File: config.mk
export PLATFORM = sky130hd
export DESIGN_NAME = rtc_nco_gen
export DESIGN_NICKNAME = d
export VERILOG_FILES = /design/src/rtl/rtc_nco_gen.sv
export SDC_FILE = /design/constraint.sdc
export NUM_CORES = 1
export LEC_CHECK = 0
export CAP_MARGIN = 10
export CELL_PAD_IN_SITES_DETAIL_PLACEMENT = 0
export CELL_PAD_IN_SITES_GLOBAL_PLACEMENT = 1
export CORE_MARGIN = 2
export CORE_UTILIZATION = 38
export DETAILED_ROUTE_END_ITERATION = 16
export GPL_TIMING_DRIVEN = 0
export MAX_ROUTING_LAYER = met4
export PLACE_DENSITY_LB_ADDON = 0.1
export SLEW_MARGIN = 30
export SYNTH_ARGS = -nofsm -noshare
export SYNTH_HDL_FRONTEND = slang
export SYNTH_SLANG_ARGS = --single-unit
File: constraint.sdc
create_clock -name clk -period 3.7 [get_ports clk]
set_clock_uncertainty 0.1 [all_clocks]
set_input_delay 0.555 -clock clk [delete_from_list [all_inputs] [get_ports clk]]
set_output_delay 0.555 -clock clk [all_outputs]
set_load 0.05 [all_outputs]
File: src/rtl/rtc_nco_gen.sv
// Phase-accumulator NCO producing rt_clk/rt_tick for the core-local interruptor,
// with a small CTRL/INC/TICKS/STATUS register file on a valid/ready native bus.
module rtc_nco_gen #(
  parameter int ADDR_W = 32,
  parameter int DATA_W = 32,
  parameter int ACC_W  = 32,
  parameter logic [ACC_W-1:0] DEF_INC = ACC_W'(1407375)
) (
  input  logic                  clk,
  input  logic                  reset,
  input  logic                  valid,
  input  logic [ADDR_W-1:0]     address,
  input  logic [DATA_W-1:0]     wdata,
  input  logic [DATA_W/8-1:0]   wstrb,
  output logic [DATA_W-1:0]     rdata,
  output logic                  ready,
  output logic                  rt_clk,
  output logic                  rt_tick
);

  localparam int STRB_W = DATA_W / 8;
  localparam logic [1:0] SEL_CTRL   = 2'd0;
  localparam logic [1:0] SEL_INC    = 2'd1;
  localparam logic [1:0] SEL_TICKS  = 2'd2;
  localparam logic [1:0] SEL_STATUS = 2'd3;

  logic              en_q, en_d;
  logic [ACC_W-1:0]  inc_q, inc_d;
  logic [ACC_W-1:0]  acc_q, acc_d;
  logic              rt_clk_q, rt_clk_d;
  logic              rt_tick_q, rt_tick_d;
  logic [31:0]       ticks_q, ticks_d;
  logic              ready_q, ready_d;
  logic [DATA_W-1:0] rdata_q, rdata_d;

  logic              wr_req, rd_req, clr;
  logic [1:0]        sel;
  logic [ACC_W-1:0]  acc_sum;
  logic              unused_addr;

  // Only address[3:2] selects a register; everything else aliases.
  assign unused_addr = ^{address[ADDR_W-1:4], address[1:0]};

  always_comb begin
    sel     = address[3:2];
    wr_req  = valid && (wstrb == {STRB_W{1'b1}});
    rd_req  = valid && (wstrb == '0);
    clr     = wr_req && (sel == SEL_CTRL) && wdata[1];
    acc_sum = acc_q + inc_q;

    en_d      = en_q;
    inc_d     = inc_q;
    acc_d     = acc_q;
    rt_clk_d  = rt_clk_q;
    rt_tick_d = 1'b0;
    ticks_d   = ticks_q;
    ready_d   = valid;
    rdata_d   = '0;

    if (wr_req && (sel == SEL_CTRL)) en_d  = wdata[0];
    if (wr_req && (sel == SEL_INC))  inc_d = ACC_W'(wdata);

    // Clear overrides accumulation; EN/INC changes apply from the next edge.
    if (clr) begin
      acc_d    = '0;
      rt_clk_d = 1'b0;
      ticks_d  = '0;
    end else if (en_q) begin
      acc_d     = acc_sum;
      rt_clk_d  = acc_sum[ACC_W-1];
      rt_tick_d = acc_sum[ACC_W-1] & ~rt_clk_q;
      ticks_d   = ticks_q + 32'(rt_tick_d);
    end

    if (rd_req) begin
      case (sel)
        SEL_CTRL:   rdata_d = DATA_W'(en_q);
        SEL_INC:    rdata_d = DATA_W'(inc_q);
        SEL_TICKS:  rdata_d = DATA_W'(ticks_q);
        SEL_STATUS: rdata_d = DATA_W'(rt_clk_q);
        default:    rdata_d = '0;
      endcase
    end
  end

  always_ff @(posedge clk or negedge reset) begin
    if (!reset) begin
      en_q      <= 1'b1;
      inc_q     <= DEF_INC;
      acc_q     <= '0;
      rt_clk_q  <= 1'b0;
      rt_tick_q <= 1'b0;
      ticks_q   <= '0;
      ready_q   <= 1'b0;
      rdata_q   <= '0;
    end else begin
      en_q      <= en_d;
      inc_q     <= inc_d;
      acc_q     <= acc_d;
      rt_clk_q  <= rt_clk_d;
      rt_tick_q <= rt_tick_d;
      ticks_q   <= ticks_d;
      ready_q   <= ready_d;
      rdata_q   <= rdata_d;
    end
  end

  assign rdata   = rdata_q;
  assign ready   = ready_q;
  assign rt_clk  = rt_clk_q;
  assign rt_tick = rt_tick_q;

endmodule

==> impl_results.md, run 1 <==
* Root Buffer: clkbuf_16
* Core ar. at 18000 um2
* Drt pass-1 iters at 4
* GPL Wtd Cong at 0.908
* Syn_area_per_cell at 10.1 um2
* Min-delay src: acc_q[17]
* Leakage power at 3.85 nW
* Highest Clock Rate at 272 MHz
* Max-cap violations at 0
* CP max FO at 4
* Die X at 140 um
* Ys Warns at 0
* Layout Nets at 918
* RR Startpoint: inc_q[10]
* First-pass GRT wire length at 30.8 mm
* Unique masters post-synth at 60
* Period utilization at 99.5%
* Register area at 3300 um2
* H-tree depth at 4
* Clock Path Buffers at 2
* Largest net degree at the start of global routing at 79
* Hold path cells at 2
* Initial antenna violation count at 0
* Worst VDD drop at 0.505 mV
* Ys flop type: dfrtp_1
* RSZ-0062 raised after global routing: true
* # fillers at 1670
* Vias per inst at 5.29
* Switching share of power at 38.0%
* Sequential fraction of design power at 34.3%
* R2r setup slk at 0.02 ns
* Clock Sinks at 131
* Overall Global Routing Usage at 20.8%
* Crit Path Category: reg -> reg
* Rel. slew slack at 50.7%
* Max-slew violations at 0
* TritonCTS clock tree: done
* CTS clock-pin slew for the worst setup and hold paths at 0.06 ns
* Post-synthesis compound-gate area fraction at 14.4%
* Final hold slack at 0.411 ns
* Hold Fails Final Rpt at 0
* Num CTS Buffers at 17
* Combinational fraction of design power at 40.0%
* Number of global-route vias before repair at 5662
* # setup viols final at 0
* Fraction of layout cells with a size suffix above 1 at 17.8%
* Pre-CTS setup slack at -0.789 ns
* Inserted Diodes at 0
* Reg-to-reg endpoint: ticks_q[31]
* Area added between synthesis and finish at 29.6%
* Vias at 5579
* Commonest non-fill, non-tap cell in the layout: dfrtp_1
* Num ports at 106
* Worst skew pair latency at 0.43 ns
* Initial Utilization at 38.8%
* Synth Area in Adders at 6.18%
* Port Buf Inserts at 75
* CP arrival at 3.87 ns
* Critical Path RT at 3.89 ns
* Worst min path class: reg -> reg
* Post-Synth Simple-Gate Area at 16.2%
* Die Span Y at 140 um
* CP Launch Type: register
* Flops & latches, synth at 131
* Most frequent cells in the layout: dfrtp_1 (116), nor2_1 (102), clkdlybuf4s50_1 (74)
* Post-synthesis cell count at 696
* Detail Route Antenna Nets at 0
* Netlist Area Pre-Place at 7000 um2
* Cell Pwr Density at 710 nW/um2
* Grt total ovfl at 0
* Worst-margin pin slew at 0.739 ns
* Switching pwr at 2.45 mW
* Post-Synth XOR/XNOR Area at 6.88%
* Clock Power Share at 25.7%
* Total wire length at 19.2 mm
* Status: finished, final reports clean
* Seq/Total Area, Yosys at 47.1%
* DRC at 0
* Ys async rst share at 100%
* Row count at 49
* Crit path capture type: register
* Largest family of logic cells by synthesized area: simple AND/OR/NAND/NOR gates
* Internal at 4.00 mW
* Detail Placement HPWL at 13.6 mm
* Fin worst setup slack at 0.0175 ns
* Hold path endpoint: acc_q[17]
* Area of the multi-input gates at 3820 um2
* Final min period at 3.68 ns
* Net Count, Synth at 801
* FF-to-FF path depth at 19
* Core Util, Final at 50.3%
* Initial drt markers at 293
* Proportion of synthesized area in mux cells at 7.33%
* Die area at 19500 um2
* Post-DR wirelength/cell at 18.2 um
* Post-synth EDFFs at 0
cell type report:
cell class | instances | area share (%)
buffer | 24 | 1.01
clock buffer | 24 | 5.20
clock inverter | 8 | 1.14
inverter | 11 | 0.455
multi-input combinational | 529 | 42.1
sequential | 131 | 36.3
tap | 229 | 3.16
timing repair buffer | 99 | 10.6
power groups by stage:
stage	Combinational, mW	Clock, mW	Sequential, mW
CTS	2.48	1.70	2.20
global placement	2.28	0	2.18
detailed placement	2.31	0	2.19
finish	2.58	1.66	2.21
floorplan	1.75	0	2.14
global route	2.87	1.77	2.26
synthesized netlist by cell type (4+ instances only):
library cell | count | area (um2)
mux2i_1 | 13 | 130
and3_1 | 8 | 50.1
nor3_1 | 11 | 55.1
a211oi_1 | 4 | 30.0
buf_1 | 5 | 18.8
and2_1 | 4 | 25.0
a21oi_1 | 44 | 220
ha_1 | 33 | 413
o21ai_0 | 23 | 115
xor2_1 | 29 | 254
dfstp_2 | 14 | 368
dfrtp_1 | 117 | 2930
mux2_2 | 32 | 360
clkbuf_1 | 20 | 75.1
a21o_1 | 15 | 113
nand2_1 | 55 | 206
nand3_1 | 26 | 130
nor2_1 | 104 | 390
nand4_1 | 6 | 37.5
xnor2_1 | 26 | 228
a22oi_1 | 31 | 233
inv_1 | 11 | 41.3
o21bai_1 | 7 | 52.6
flip-flops by register name, summed over array words and instances, names as in the netlist:
name,cells
rdata,32
en_q,1
acc_q,32
ready,1
ticks_q,32
rt_tick,1
inc_q,32
layer usage:
metal	GRT usage [%]	vias up	wire, um
met5	-	-	0
met4	6.58	0	340
met3	3.85	18	609
met2	33.8	90	9620
met1	26.3	2764	8610
li1	-	2707	-
through the flow:
step	power (mW)	instances	setup TNS [ns]	instance area (um2)
finish	6.44	1055	0	9070
global route	6.90	1055	-2.43	9070
CTS	6.38	1042	0	8890
detailed placement	4.51	1001	-8.19	8070
global placement	4.46	1000	-428.31	8040
floorplan	3.89	696	0	7000
critical path, cell delays in order, from the launching register on:
cell and delay (ns):
dfrtp_1 0.42, ha_4 0.27, buf_4 0.14, a21oi_1 0.24
o221ai_2 0.18, a21oi_4 0.22, o31ai_4 0.11, a21oi_2 0.22
xor2_2 0.12, nor2_2 0.12, ha_2 0.22, nand2_4 0.06
nor4_4 0.14, buf_6 0.17, nand2_8 0.07, nor4_4 0.22
and3_4 0.23, nand2_2 0.07, xor2_2 0.15, nor2_2 0.04
cells by family after synthesis:
kind of cell,after synthesis
buffers and inverters,36
AO/OA/AOI/OAI,152
AND/OR/NAND/NOR,242
XOR/XNOR,55
multiplexers,46
adder cells (fa/ha/maj),34
flip-flops,131
how the worst max path moves through the flow:
stage	startpoint	endpoint	cells past startpoint	slack [ns]
6_report	inc_q[10]	ticks_q[31]	19	0.02
4_1_cts	inc_q[3]	ticks_q[31]	18	0.007
3_5_place_dp	inc_q[4]	ticks_q[31]	17	-0.79
2_1_floorplan	inc_q[7]	ticks_q[31]	17	0.06
3_3_place_gp	reset	rdata[21]	1	-3.40
5_1_grt	inc_q[10]	ticks_q[31]	19	-0.25
timing repair:
| action | 4_1_cts | 5_1_grt |
|---|---|---|
| hold buffers | 1 | 0 |
| buffers inserted | 9 | 13 |
| hold endpoints to repair | 46 | 0 |
| endpoints found under the setup margin | 21 | 15 |
| pin swaps | 10 | 15 |
| gates resized for setup | 25 | 17 |
| gates cloned | 0 | 0 |
No activity file was read; power rests on OpenSTA's default activity.
==> inputs of run 2 (changes only) <==
--- a/config.mk
+++ b/config.mk
@@ -13,7 +13,7 @@
 export DETAILED_ROUTE_END_ITERATION = 16
 export GPL_TIMING_DRIVEN = 0
 export MAX_ROUTING_LAYER = met4
-export PLACE_DENSITY_LB_ADDON = 0.1
+export PLACE_DENSITY = 0.79
 export SLEW_MARGIN = 30
 export SYNTH_ARGS = -nofsm -noshare
 export SYNTH_HDL_FRONTEND = slang
==> run 2 against run 1 <==
Effect of this change: maximum frequency shrank 1.1%; register-to-register slack lost 0.04 ns; clock power is essentially flat; count of clock-buffer cells in the layout shrank 1; largest cell class unchanged; the flow now finishes with violations (negative setup slack).
==> impl_results.md, run 2 (synthesis results as in run 1) <==
* Num CTS Buffers at 17 (unchanged)
* Worst VDD drop at 0.408 mV (-19%)
* Non-Filler Cell Area, Final at 9110 um2 (+0.48%)
* Worst skew pair latency at 0.43 ns (about the same)
* Reg-to-reg endpoint: ticks_q[31]
* Grt total ovfl at 0 (unchanged)
* Placed Area at 8070 um2 (unchanged)
* CP max FO at 5 (+1)
* Core ar. at 18000 um2 (unchanged)
* Row count at 49 (unchanged)
* Most frequent cells in the layout: dfrtp_1 (115), nor2_1 (100), clkdlybuf4s50_1 (74)
* Clock Power Share at 25.6% (about the same)
* Final Non-Filler Cells at 1053 (-0.19%)
* Hold path endpoint: acc_q[17]
* Number of global-route vias before repair at 5464 (-3.5%)
* Core Util, Final at 50.6% (+0.24 points)
* CP delay by family, top: simple AND/OR/NAND/NOR gates
* Initial antenna violation count at 0 (unchanged)
* Max-cap violations at 0 (unchanged)
* # setup viols final at 1 (+1)
* Detail Route Antenna Nets at 0 (unchanged)
* Die area at 19500 um2 (unchanged)
* Commonest non-fill, non-tap cell in the layout: dfrtp_1
* Crit path capture type: register
* Final min period at 3.73 ns (+0.0426 ns)
* Overall Global Routing Usage at 19.7% (-1.1 points)
* Highest Clock Rate at 268 MHz (-1.1%)
* Fraction of layout cells with a size suffix above 1 at 18.4% (+0.65 points)
* Final hold slack at 0.406 ns (-0.00478 ns)
* First-pass GRT wire length at 29.1 mm (-5.5%)
* Root Buffer: clkbuf_16
* Largest net degree at the start of global routing at 70 (-11%)
* Worst path bufs/invs at 1 (-1)
* Power consumption at 6.53 mW (+1.3%)
* Area of the multi-input gates at 3870 um2 (+1.3%)
* Worst path slowest cell: dfrtp_1
* Die Span Y at 140 um (unchanged)
* Min-delay src: acc_q[17]
* Inserted Diodes at 0 (unchanged)
* Sequential fraction of design power at 34.0% (-0.3 points)
* CP peak stage delay at 0.42 ns (about the same)
* Initial drt markers at 351 (+20%)
* Detail Placement HPWL at 12.7 mm (-6.9%)
* Hold Fails Final Rpt at 0 (unchanged)
* Num ports at 106 (unchanged)
* CP Cell Sequence: ha_4, nand4_1, o221ai_2, a21oi_4, o31ai_4, a21oi_2, xor2_2, nor2_2, ha_2, nand2_4, nor4_4, buf_6, nand2_8, nor4_4, and3_4, nand2_2, xor2_1, nor2_2
* Total wire length at 18.3 mm (-4.6%)
* Drt pass-1 iters at 5 (+1)
* # fillers at 1689 (+1.1%)
* CP arrival at 3.92 ns (+0.05 ns)
* R2r setup slk at -0.03 ns (-0.04 ns)
* Layout Nets at 916 (-0.22%)
* H-tree depth at 4 (unchanged)
* Initial Utilization at 38.8% (unchanged)
* Worst min path class: reg -> reg
* RSZ-0062 raised after global routing: true
* Inst Count DP at 1001 (unchanged)
* Clock Path Buffers at 2 (unchanged)
* CTS clock-pin slew for the worst setup and hold paths at 0.06 ns (about the same)
* Max-slew violations at 0 (unchanged)
* Crit Path Category: reg -> reg
* CP Launch Type: register
* Clock Sinks at 131 (unchanged)
* Internal at 4.06 mW (+1.6%)
* Critical Path RT at 3.90 ns (about the same)
* Worst-margin pin slew at 0.921 ns (+0.181 ns)
* TritonCTS clock tree: done
* Vias at 5616 (+0.66%)
* Switching pwr at 2.47 mW (+0.91%)
* Die X at 140 um (unchanged)
* Cell Pwr Density at 716 nW/um2 (+0.83%)
* Vias per inst at 5.33 (+0.85%)
* Hold path cells at 2 (unchanged)
* Post-DR wirelength/cell at 17.4 um (-4.5%)
* Failing checks: negative setup slack
* Leakage power at 3.85 nW (-0.18%)
* Register area at 3300 um2 (about the same)
* FF-to-FF path depth at 18 (-1)
* Switching share of power at 37.8% (-0.15 points)
* RR Startpoint: inc_q[9]
* Status: finished, violations left
* Area added between synthesis and finish at 30.2%
* GPL Wtd Cong at 0.897 (-1.2%)
* Rel. slew slack at 38.6% (-12 points)
* Period utilization at 101% (+1.2 points)
* DRC at 0 (unchanged)
* Fin worst setup slack at -0.0251 ns (-0.0426 ns)
* Combinational fraction of design power at 40.3% (+0.3 points)
* Port Buf Inserts at 75 (unchanged)
run 2: changes by cell type in the layout (fill, tap and decap cells not counted), sizes merged:
cell,delta
clkbuf,-2
buf,-1
clkinv,+1
run 2: timing repair:
item	in CTS	in global routing
hold endpoints to repair	54	0
pin swaps	13	14
buffers inserted	11	9
hold buffers	1	0
setup endpoints to repair	19	12
gates resized for setup	30	21
run 2: worst register-to-register path, delay by kind of cell (launching register included):
kind                       cells  cell delay, ns
and+or+nand+nor                9            1.27
AOI/OAI and AO/OA              4            0.73
adders and majority gates      2            0.56
DFF                            1            0.42
xor gates and xnor gates       2            0.34
buffers and inverters          1            0.17
run 2: worst max-delay path by stage:
stage / cells after the start / endpoint / startpoint / slack (ns)
finish: 18 / ticks_q[31] / inc_q[9] / -0.03
global route: 18 / ticks_q[31] / inc_q[9] / -0.17
CTS: 18 / ticks_q[31] / inc_q[7] / 0.01
detailed placement: 17 / ticks_q[31] / inc_q[4] / -0.67
global placement: 1 / rdata[23] / reset / -3.36
floorplan: 17 / ticks_q[31] / inc_q[7] / 0.06
run 2: through the flow:
stage                     worst slack, ns  setup TNS, ns
after floorplan                    0.0590              0
after global placement              -3.36        -420.50
after detailed placement           -0.666          -5.61
after CTS                         0.00954              0
after global routing               -0.173         -0.500
final                             -0.0251        -0.0251
run 2: power by group through the flow:
| stage | clock network [mW] | registers [mW] | logic [mW] |
|---|---|---|---|
| 2_1_floorplan | 0 | 2.14 | 1.75 |
| 3_3_place_gp | 0 | 2.18 | 2.26 |
| 3_5_place_dp | 0 | 2.19 | 2.29 |
| 4_1_cts | 1.71 | 2.20 | 2.50 |
| 5_1_grt | 1.77 | 2.27 | 2.90 |
| 6_report | 1.67 | 2.22 | 2.63 |
run 2: per-layer routing:
layer  track usage [%]  part of all wire (%)
met2              30.7                    48
met3              4.37                   3.8
met5                 -                     0
met4              5.63                   1.2
met1              26.0                    47
run 2: area by class of cell:
cell class | instances | share of cell area [%]
buffer | 24 | 0.988
clock inverter | 9 | 1.15
multi-input combinational | 529 | 42.4
inverter | 11 | 0.453
sequential | 131 | 36.2
clock buffer | 23 | 5.24
timing repair buffer | 97 | 10.4
tap | 229 | 3.14
==> inputs of run 3 (changes only) <==
--- a/config.mk
+++ b/config.mk
@@ -10,6 +10,7 @@
 export CELL_PAD_IN_SITES_GLOBAL_PLACEMENT = 1
 export CORE_MARGIN = 2
 export CORE_UTILIZATION = 38
+export CTS_BUF_LIST = sky130_fd_sc_hd__clkbuf_4 sky130_fd_sc_hd__clkbuf_8 sky130_fd_sc_hd__clkbuf_16
 export DETAILED_ROUTE_END_ITERATION = 16
 export GPL_TIMING_DRIVEN = 0
 export MAX_ROUTING_LAYER = met4
==> run 3 against run 2 <==
Effect of this change: the run still ends with negative setup slack left; sequential share of layout area about the same; count of clock-buffer cells in the layout stayed put; combinational power about the same; non-clock buffer count is the same; sequential power about the same; worst hold slack is essentially flat; wire length decreased by 0.20%; core utilization up 0.062 points; die area unchanged; first-iteration DRC count increased by 5.1%; total power up 0.28%; critical path type unchanged; critical endpoint unchanged.
==> impl_results.md, run 3 (synthesis results as in run 1) <==
* TritonCTS clock tree: done
* Clock Path Buffers at 2 (unchanged)
* Area added between synthesis and finish at 30.3%
* Critical Path RT at 3.90 ns (about the same)
* Highest Clock Rate at 268 MHz (about the same)
* Initial antenna violation count at 0 (unchanged)
* Die Span Y at 140 um (unchanged)
* Worst VDD drop at 0.412 mV (+0.90%)
* Die X at 140 um (unchanged)
* GPL Wtd Cong at 0.897 (unchanged)
* Final Non-Filler Cells at 1053 (unchanged)
* Worst path bufs/invs at 1 (unchanged)
* Hold Fails Final Rpt at 0 (unchanged)
* Vias per inst at 5.36 (+0.55%)
* RSZ-0062 raised after global routing: true
* Initial drt markers at 369 (+5.1%)
* Failing checks: negative setup slack
* CP delay by family, top: simple AND/OR/NAND/NOR gates
* Power consumption at 6.55 mW (+0.28%)
* Number of global-route vias before repair at 5466 (+0.037%)
* Leakage power at 3.86 nW (+0.27%)
* Max-cap violations at 0 (unchanged)
* Total wire length at 18.3 mm (-0.20%)
* Port Buf Inserts at 75 (unchanged)
* Max-slew violations at 0 (unchanged)
* Inserted Diodes at 0 (unchanged)
* Rel. slew slack at 39.3% (+0.66 points)
* Row count at 49 (unchanged)
* # fillers at 1691 (+0.12%)
* Core ar. at 18000 um2 (unchanged)
* CP Cell Sequence: ha_4, nand4_1, o221ai_2, a21oi_4, o31ai_4, a21oi_2, xor2_2, nor2_2, ha_2, nand2_4, nor4_4, buf_6, nand2_8, nor4_4, and3_4, nand2_2, xor2_1, nor2_2
* Clock Sinks at 131 (unchanged)
* Root Buffer: clkbuf_16
* Inst Count DP at 1001 (unchanged)
* Worst path slowest cell: dfrtp_1
* Overall Global Routing Usage at 19.7% (-0.023 points)
* Worst skew pair latency at 0.43 ns (about the same)
* Crit Path Category: reg -> reg
* Worst min path class: reg -> reg
* Final min period at 3.73 ns (+0.000543 ns)
* CTS clock-pin slew for the worst setup and hold paths at 0.06 ns (about the same)
* Pre-CTS setup slack at -0.666 ns (unchanged)
* CP arrival at 3.92 ns (about the same)
* Fraction of layout cells with a size suffix above 1 at 18.8% (+0.36 points)
* Die area at 19500 um2 (unchanged)
* Num CTS Buffers at 17 (unchanged)
* CP max FO at 5 (unchanged)
* # setup viols final at 1 (unchanged)
* Post-DR wirelength/cell at 17.3 um (-0.20%)
* Grt total ovfl at 0 (unchanged)
* First-pass GRT wire length at 29.1 mm (-0.16%)
* Vias at 5647 (+0.55%)
* Period utilization at 101% (about the same)
* Commonest non-fill, non-tap cell in the layout: dfrtp_1
* Worst-margin pin slew at 0.911 ns (-0.00992 ns)
* H-tree depth at 4 (unchanged)
* Fin Setup TNS at -0.0257 ns (-0.000543 ns)
* Layout Nets at 916 (unchanged)
* Fin worst setup slack at -0.0257 ns (-0.000543 ns)
* Largest net degree at the start of global routing at 70 (unchanged)
* Crit path capture type: register
* Cell Pwr Density at 717 nW/um2 (+0.15%)
* Status: finished, violations left
* Num ports at 106 (unchanged)
* CP Launch Type: register
* CP peak stage delay at 0.42 ns (about the same)
* Initial Utilization at 38.8% (unchanged)
* Detail Placement HPWL at 12.7 mm (unchanged)
* DRC at 0 (unchanged)
* Drt pass-1 iters at 5 (unchanged)
* Most frequent cells in the layout: dfrtp_1 (115), nor2_1 (100), clkdlybuf4s50_1 (74)
* Detail Route Antenna Nets at 0 (unchanged)
run 3: cell counts in the layout (fill, tap and decap cells not counted):
Identical to the previous run, type by type.
run 3: final cells by class:
class | count | area (um2) | area share, %
buffer | 24 | 90.1 | 0.987
clock buffer | 23 | 489 | 5.36
clock inverter | 9 | 105 | 1.15
inverter | 11 | 41.3 | 0.452
multi-input combinational | 529 | 3870 | 42.4
sequential | 131 | 3300 | 36.1
tap | 229 | 287 | 3.14
timing repair buffer | 97 | 947 | 10.4
run 3: metrics by stage:
step	cell area [um2]	hold WS (ns)	util [%]
2_1_floorplan	7000	0.159	-
6_report	9130	0.406	50.6
3_5_place_dp	8070	0.382	44.8
5_1_grt	9130	0.425	50.6
4_1_cts	8950	0.405	49.6
3_3_place_gp	8040	0.371	44.6
run 3: worst paths after layout:
kind / startpoint / end / slack [ns] / depth (start not counted)
worst max-delay path: inc_q[9] / ticks_q[31] / -0.03 / 18
worst min-delay path: acc_q[17] / acc_q[17] / 0.41 / 2
worst max register to register: inc_q[9] / ticks_q[31] / -0.03 / 18
worst min register to register: acc_q[17] / acc_q[17] / 0.41 / 2
max in group asynchronous: reset / inc_q[1] / 2.18 / 3
min in group asynchronous: reset / acc_q[10] / 0.56 / 2
run 3: where the power goes:
group | internal (mW) | leakage, nW | switching (mW) | total [mW]
Clock | 1.06 | 0.285 | 0.634 | 1.70
Combinational | 1.19 | 2.00 | 1.44 | 2.63
Sequential | 1.83 | 1.57 | 0.389 | 2.22
Total | 4.08 | 3.86 | 2.47 | 6.55
run 3: worst register-to-register path, stage by stage, from the launching register on:
cell,delay [ns]
dfrtp_1,0.42
ha_4,0.32
nand4_1,0.19
o221ai_2,0.26
a21oi_4,0.07
o31ai_4,0.28
a21oi_2,0.12
xor2_2,0.17
nor2_2,0.13
ha_2,0.24
nand2_4,0.08
nor4_4,0.14
buf_6,0.17
nand2_8,0.08
nor4_4,0.30
and3_4,0.26
nand2_2,0.05
xor2_1,0.17
nor2_2,0.05
run 3: routing by layer:
metal | wire length (um) | global-route usage (%)
met1 | 8500 | 25.9
met2 | 8830 | 30.7
met3 | 741 | 4.37
met4 | 189 | 5.63
met5 | 0 | -
run 3: timing repair:
| action | CTS | global route |
|---|---|---|
| pin swaps | 13 | 14 |
| resized for setup | 30 | 21 |
| hold buffers | 1 | 0 |
| hold endpoints to repair | 55 | 0 |
| buffers inserted | 11 | 9 |
| setup endpoints to repair | 19 | 12 |
